File: src/rtl/keypad_matrix_scan.sv
`default_nettype none
// ============================================================================
//  Module      : keypad_matrix_scan
//  Description : 4x4 active-low matrix keypad scanner. Drives one column low
//                at a time, samples the synchronized rows, and debounces all
//                16 keys independently over whole scan frames. Emits a debounced
//                level vector and a one-cycle press pulse per key.
//                Optional auto-repeat of held keys: define KEYPAD_REPEAT_EN.
//  Revision    : 1.0 - initial release
// ============================================================================
module keypad_matrix_scan #(
    parameter int SCAN_DIV        = 5000,
    parameter int DEBOUNCE_FRAMES = 4,
    parameter int REPEAT_DELAY    = 32,
    parameter int REPEAT_RATE     = 8
) (
    input  logic        clk,
    input  logic        rst_n,
    input  logic [3:0]  row_in,
    output logic [3:0]  col_out,
    output logic [15:0] key_pulse,
    output logic [15:0] key_state
);

    localparam int         c_cnt_w     = $clog2(SCAN_DIV);
    localparam logic [1:0] c_col0      = 2'd0;
    localparam logic [1:0] c_col1      = 2'd1;
    localparam logic [1:0] c_col2      = 2'd2;
    localparam logic [1:0] c_col3      = 2'd3;
    localparam logic [4:0] c_deb_limit = 5'(DEBOUNCE_FRAMES);

    // Reject parameter values the scan and debounce logic cannot honour
    generate
        if (SCAN_DIV < 4) begin : g_chk_scan_div
            $error("keypad_matrix_scan: SCAN_DIV must be >= 4");
        end
        if (DEBOUNCE_FRAMES < 2 || DEBOUNCE_FRAMES > 15) begin : g_chk_debounce
            $error("keypad_matrix_scan: DEBOUNCE_FRAMES must be 2..15");
        end
        if (REPEAT_DELAY < 1 || REPEAT_RATE < 1 || REPEAT_DELAY + REPEAT_RATE > 255) begin : g_chk_repeat
            $error("keypad_matrix_scan: REPEAT_DELAY + REPEAT_RATE must fit in 8 bits");
        end
    endgenerate

    logic [3:0]         r_row_meta;
    logic [3:0]         r_row_sync;
    logic [c_cnt_w-1:0] r_scan_cnt;
    logic [1:0]         r_col;
    logic [3:0]         r_col_out;
    logic [15:0]        r_raw;
    logic               r_frame_done;
    logic [15:0]        r_key_state;
    logic [15:0]        r_key_pulse;
    logic [3:0]         r_cnt [16];

    logic               w_scan_last;
    logic [15:0]        w_state_nxt;
    logic [15:0]        w_press;
    logic [3:0]         w_cnt_nxt [16];

`ifdef KEYPAD_REPEAT_EN
    localparam logic [7:0] c_rpt_delay  = 8'(REPEAT_DELAY);
    localparam logic [7:0] c_rpt_period = 8'(REPEAT_DELAY + REPEAT_RATE);
    logic [7:0]         r_rpt_cnt;
    logic [7:0]         w_rpt_inc;
    assign w_rpt_inc = r_rpt_cnt + 8'd1;
`endif

    assign w_scan_last = (r_scan_cnt == c_cnt_w'(SCAN_DIV - 1));
    assign col_out     = r_col_out;
    assign key_pulse   = r_key_pulse;
    assign key_state   = r_key_state;

    // Two-flop synchronizer for the asynchronous row inputs
    always_ff @(posedge clk) begin
        if (!rst_n) begin
            r_row_meta <= 4'h0;
            r_row_sync <= 4'h0;
        end else begin
            r_row_meta <= row_in;
            r_row_sync <= r_row_meta;
        end
    end

    // Column scan FSM: hold each column for SCAN_DIV cycles, sample rows at the end
    always_ff @(posedge clk) begin
        if (!rst_n) begin
            r_scan_cnt   <= '0;
            r_col        <= c_col0;
            r_col_out    <= 4'b1110;
            r_raw        <= 16'h0000;
            r_frame_done <= 1'b0;
        end else begin
            r_frame_done <= 1'b0;
            if (w_scan_last) begin
                r_scan_cnt <= '0;
                case (r_col)
                    c_col0: begin
                        r_raw[3:0]  <= ~r_row_sync;
                        r_col       <= c_col1;
                        r_col_out   <= 4'b1101;
                    end
                    c_col1: begin
                        r_raw[7:4]  <= ~r_row_sync;
                        r_col       <= c_col2;
                        r_col_out   <= 4'b1011;
                    end
                    c_col2: begin
                        r_raw[11:8] <= ~r_row_sync;
                        r_col       <= c_col3;
                        r_col_out   <= 4'b0111;
                    end
                    c_col3: begin
                        // Last column of the frame: raw is now complete
                        r_raw[15:12] <= ~r_row_sync;
                        r_col        <= c_col0;
                        r_col_out    <= 4'b1110;
                        r_frame_done <= 1'b1;
                    end
                    default: begin
                        r_col     <= c_col0;
                        r_col_out <= 4'b1110;
                    end
                endcase
            end else begin
                r_scan_cnt <= r_scan_cnt + 1'b1;
            end
        end
    end

    // Per-key debounce decision: count consecutive disagreeing frames
    always_comb begin
        w_state_nxt = r_key_state;
        for (int k = 0; k < 16; k++) begin
            w_cnt_nxt[k] = r_cnt[k];
            if (r_raw[k] == r_key_state[k]) begin
                w_cnt_nxt[k] = 4'd0;
            end else if (({1'b0, r_cnt[k]} + 5'd1) == c_deb_limit) begin
                w_state_nxt[k] = ~r_key_state[k];
                w_cnt_nxt[k]   = 4'd0;
            end else begin
                w_cnt_nxt[k] = r_cnt[k] + 4'd1;
            end
        end
        w_press = w_state_nxt & ~r_key_state;
    end

    // Commit debounce results once per frame and generate press pulses
    always_ff @(posedge clk) begin
        if (!rst_n) begin
            r_key_state <= 16'h0000;
            r_key_pulse <= 16'h0000;
            for (int k = 0; k < 16; k++) begin
                r_cnt[k] <= 4'd0;
            end
`ifdef KEYPAD_REPEAT_EN
            r_rpt_cnt <= 8'd0;
`endif
        end else begin
            r_key_pulse <= 16'h0000;
            if (r_frame_done) begin
                r_key_state <= w_state_nxt;
                r_cnt       <= w_cnt_nxt;
`ifdef KEYPAD_REPEAT_EN
                // Shared repeat timer restarts on any new press or when nothing is held
                if ((|w_press) || (w_state_nxt == 16'h0000)) begin
                    r_rpt_cnt   <= 8'd0;
                    r_key_pulse <= w_press;
                end else if (w_rpt_inc == c_rpt_delay) begin
                    r_rpt_cnt   <= w_rpt_inc;
                    r_key_pulse <= w_state_nxt;
                end else if (w_rpt_inc == c_rpt_period) begin
                    r_rpt_cnt   <= c_rpt_delay;
                    r_key_pulse <= w_state_nxt;
                end else begin
                    r_rpt_cnt   <= w_rpt_inc;
                end
`else
                r_key_pulse <= w_press;
`endif
            end
        end
    end

endmodule
`default_nettype wire

File: config.mk
export PLATFORM = sky130hd
export DESIGN_NAME = keypad_matrix_scan
export DESIGN_NICKNAME = d
export VERILOG_FILES = /design/src/rtl/keypad_matrix_scan.sv
export SDC_FILE = /design/constraint.sdc
export NUM_CORES = 1
export LEC_CHECK = 0
export ABC_AREA = 1
export CORE_UTILIZATION = 59
export CTS_CLUSTER_DIAMETER = 30
export DETAILED_ROUTE_END_ITERATION = 8
export HOLD_SLACK_MARGIN = 0.06
export MAX_ROUTING_LAYER = met4
export PLACE_DENSITY = 0.82
export SLEW_MARGIN = 15
export SYNTH_ARGS = -nofsm -noshare
export SYNTH_HDL_FRONTEND = slang
export SYNTH_SLANG_ARGS = --single-unit
File: constraint.sdc
create_clock -name clk -period 1.5 [get_ports clk]
set_input_delay 0.45 -clock clk [delete_from_list [all_inputs] [get_ports clk]]
set_output_delay 0.45 -clock clk [all_outputs]
set_load 0.01 [all_outputs]
# == Yosys cells after proc, flatten, opt, wreduce, memory -nomap -nowiden ==
# Cells that the tools add are included.
# classes
n_addsub,33
n_reduce_logical,8
n_mux,67
n_bitwise,20
n_eq_ne,36
# op_table
op,count
two-way mux 4 bit,32
adder 4 x 1 -> 5 bit (second input constant),16
== test 5 x 3 -> 1 bit (second input constant),16
adder 4 x 1 -> 4 bit (second input constant),16
two-way mux 1 bit,33
inverter 1 bit,17
bitwise AND 16 bit,1
== test 1 bit,16
inverter 16 bit,1
one-hot mux 4 bit (4 select lines),1
adder 13 x 1 -> 13 bit (second input constant),1
== test 13 bit (second input constant),1
AND reduction 2 bit,6
one-hot mux 2 bit (4 select lines),1
== test 2 bit (second input constant),2
inverter 4 bit,1
== test 2 x 1 -> 1 bit (second input constant),1
zero test 2 bit,1
OR reduction 2 bit,1
# totals
register_bits,140
wordCells,192
out_inout_bits,36
inputBits,6

# == Longest topological paths before layout ==
# logic_depth
depth_word,5
depth_mapped,9
ltp_nobuf,8

# == Worst setup path after synthesis ==
# Ideal clock, no wire load.
# synth_timing
kind,register -> register
start,reg r_scan_cnt[0]
end,reg r_raw[5]
required_ns,1.387
setup_time_ns,0.113
synth_period_minus_slack_ns,1.377
stages_incl_launch_ff,10
slack_ns,0.123
n_path_buf,1
arrival_time_ns,1.265
path_cell_list,dfxtp_1 -> ha_1 -> inv_1 -> nor2_1 -> nand2_1 -> nor2_2 -> buf_2 -> nand4_1 -> nand2_1 -> nor2_1
# synth_between
elab_chain_len,2
# synth_rtl
element,line,source
"start, declared",47,logic [c_cnt_w-1:0] r_scan_cnt;
"start signal, assigned",126,r_scan_cnt <= r_scan_cnt + 1'b1;
== test 13 bit,69,assign w_scan_last = (r_scan_cnt == c_cnt_w'(SCAN_DIV - 1));
AND reduction 2 bit (no source line),n/a,
"end signal, assigned",104,r_raw[7:4] <= ~r_row_sync;
"end, declared",50,logic [15:0] r_raw;
# No other way between the ends.
# A chain may end at the register's enable or synchronous reset.

# == Worst setup path in the final report ==
# layout_timing
start,reg r_col_out[1] (netlist: col_out[1])
end,out col_out[1]
# layout_lines
element,line,source
"start, declared",49,logic [3:0] r_col_out;
"start signal, assigned",90,r_col_out <= 4'b1110;
"start signal, assigned",101,r_col_out <= 4'b1101;
"start signal, assigned",106,r_col_out <= 4'b1011;
"end, declared",20,"output logic [3:0] col_out,"
# No word-level cell between the ends.

==> flow_metrics.env <==
export IMPL_worstRegToRegCells=4
export IMPL_vdd_ir_drop_max_v=0.0008253
export IMPL_drv_slew=0
export IMPL_htree_levels=4
export IMPL_cts_buffers=17
export IMPL_drtIter0Drc=353
export IMPL_drive_gt1_share_pct=15.30
export IMPL_io_buffers=41
export IMPL_synth_edff_count=0
export IMPL_p_leak_nw=3.119
export IMPL_grt_max_degree=45
export IMPL_crit_required_ns=1.05
export IMPL_place_congestion=0.8634
export IMPL_p_total_w=0.007991
export IMPL_synth_most_common_cell="dfxtp_1"
export IMPL_finClkSkew_ns=0.01470
export IMPL_min_path_cells=3
export IMPL_async_reset_ff_share_pct=0
export IMPL_path_delay_family="flip-flops"
export IMPL_status="completed"
export IMPL_worst_ep_arrival_time_ns=1.02
export IMPL_cts_sinks=140
export IMPL_drt_vias_per_instance=5.615
export IMPL_dr_total_vias=5666
export IMPL_slowest_stage="dfxtp_1"
export IMPL_ys_seq_area_share_pct=46.05
export IMPL_grt_usage_pct=28.99
export IMPL_slew_headroom_pct=75.55
export IMPL_drt_pass1_iterations=5
export IMPL_min_from="rst_n"
export IMPL_worstMarginPinSlew_ns=0.3648
export IMPL_whs_ns=0.2767
export IMPL_final_net_count=894
export IMPL_worstSetupPathType="reg -> out"
export IMPL_fp_dieW_um=103.6
export IMPL_yosys_warnings=0
export IMPL_clkTransAtPathRegs_ns=0.06
export IMPL_dp_slack_ns=0.03582
export IMPL_slowest_delay_ns=0.35
export IMPL_finish_utilization_pct=74.10
export IMPL_timing_rr_end="r_cnt[11]"
export IMPL_min_to="r_col[0]"
export IMPL_finalCriticalPeriod_ns=1.473
export IMPL_max_cap_violations=0
export IMPL_rrSetupSlack_ns=0.11
export IMPL_antenna_cells=0
export IMPL_placementRows=36
export IMPL_drc=0
export IMPL_final_hold_viol_count=0
export IMPL_antenna_found_initial=0
export IMPL_synth_main_ff_cell="dfxtp_1"
export IMPL_syn_area_per_cell_um2=7.665
export IMPL_clockBufferDepth=2
export IMPL_worstSetupStartpointType="flip-flop"
export IMPL_die_area_mm2=0.01072
export IMPL_crit_fanout=2
export IMPL_initial_core_util_pct=61.69
export IMPL_ys_seq_elements=140
export IMPL_grt_pass1_vias=5555
export IMPL_power_density_mw_per_mm2=1093
export IMPL_final_setup_viol_count=0
export IMPL_netlist_top_cells_count="140 x dfxtp_1, 120 x nand2_1, 93 x o21ai_0, 90 x inv_1, 83 x nor2_1"
export IMPL_r2r_start="r_frame_done"
export IMPL_synthesis_area_mm2=0.006086
export IMPL_timing_fmax_ghz=0.6788
export IMPL_synth_top_cell_area_share_pct=46.05
export IMPL_path_cells="buf_2"
export IMPL_cts_tree="built"
export IMPL_cp_buffers_inverters=1
export IMPL_fp_dieH_um=103.6
export IMPL_fp_coreArea_mm2=0.009864
export IMPL_min_path_type="in -> reg"
export IMPL_synth_cell_types=28
export IMPL_wire_per_inst_um=14.66
export IMPL_synth_cells=794
export IMPL_yosys_area_top_type="dfxtp_1"
export IMPL_clkLatencyLatePin_ns=0.54
export IMPL_fin_setup_tns_ns=0
export IMPL_wirelength_um=14790
export IMPL_timing_final_crit_share_pct=98.21
export IMPL_syn2layout_area_growth_pct=20.11
export IMPL_synth_nets=825
export IMPL_hold_buffers=0
export IMPL_endpoint_kind="primary output"
export IMPL_dp_hpwl_um=9995
export IMPL_grt_pass1_wl_um=24410
export IMPL_fin_ws_ns=0.02680
export IMPL_fillers=700
export IMPL_cts_root_buf="clkbuf_8"
export IMPL_grt_overflow=0
export IMPL_pin_count=42
export IMPL_synthTopCellsByArea="dfxtp_1 46%, o21ai_0 7.6%, nand2_1 7.4%"
export IMPL_detail_route_antenna_nets=0
## layout make-up
type	instances	area (um2)	area share, %
Tap cell	133	166.4	2.277
Sequential cell	140	2823	38.62
Clock inverter	10	113.9	1.558
Inverter	92	345.3	4.724
Timing Repair Buffer	78	553.0	7.566
Multi-Input combinational cell	534	2835	38.79
Clock buffer	22	473.0	6.470
## cell families after synthesis
group	Yosys count	synth area share, %
AND/OR/NAND/NOR	363	27.59
XOR/XNOR	19	2.734
AO/OA/AOI/OAI	127	10.79
adder cells (fa/ha/maj)	25	5.140
buffers and inverters	120	7.689
flip-flops	140	46.05
## placed cells by master (no fill, tap or decap), types with 4 or more instances in the layout
master	n
o32ai_1	4
xor2_1	19
nand2_1	120
o21ai_0	93
dfxtp_1	124
clkinvlp_4	4
ha_1	23
inv_1	90
nor2_1	81
nand4_1	46
o22ai_1	5
dfxtp_2	16
a21oi_1	24
nand3_1	81
clkbuf_8	5
buf_2	37
nor3_1	12
buf_12	4
buf_4	33
and2_1	8
clkbuf_16	16
clkdlybuf4s50_1	4
## metrics by stage
step	cells	cell area, um2
2_1_floorplan	794	6086
3_3_place_gp	969	6803
3_5_place_dp	969	6803
4_1_cts	1008	7278
5_1_grt	1009	7310
6_report	1009	7310
## power breakdown
| group | total (W) | leakage [nW] | switching, W | internal, W |
|---|---|---|---|---|
| logic | 0.000148 | 1.70 | 0.000101 | 0.0000475 |
| registers | 0.00375 | 1.14 | 0.0000128 | 0.00374 |
| clock network | 0.00409 | 0.279 | 0.00156 | 0.00253 |
## sequential cells by signal (all words and copies together), names as in the netlist
name,flops
r_col,2
r_row_sync,4
r_raw,16
key_state,16
r_cnt,64
r_row_meta,4
r_frame_done,1
col_out,4
r_scan_cnt,13
key_pulse,16
## worst max path at each step
stage,start,end,slack (ns),cells past startpoint
floorplan,r_scan_cnt[0],r_raw[5],0.12,9
global placement,r_scan_cnt[0],r_col[1],0.10,6
detailed placement,rst_n,r_cnt[27],0.04,4
CTS,key_state[1],key_state[1],0.006,1
global route,col_out[1],col_out[1],-0.0009,1
finish,col_out[1],col_out[1],0.03,1
## what timing repair did
action,4_1_cts,5_1_grt
pin swaps,0,1
endpoints found under the setup margin,36,37
resized for setup,157,9
setup buffers,7,1
## per-layer routing
metal | up-vias | global-route usage [%] | wire (um)
met1 | 2662 | 31.49 | 6045
met5 | - | - | 0
met3 | 30 | 8.055 | 823
li1 | 2792 | - | -
met2 | 182 | 48.95 | 7587
met4 | 0 | 13.87 | 335
Power figures use the tool's default switching activity.
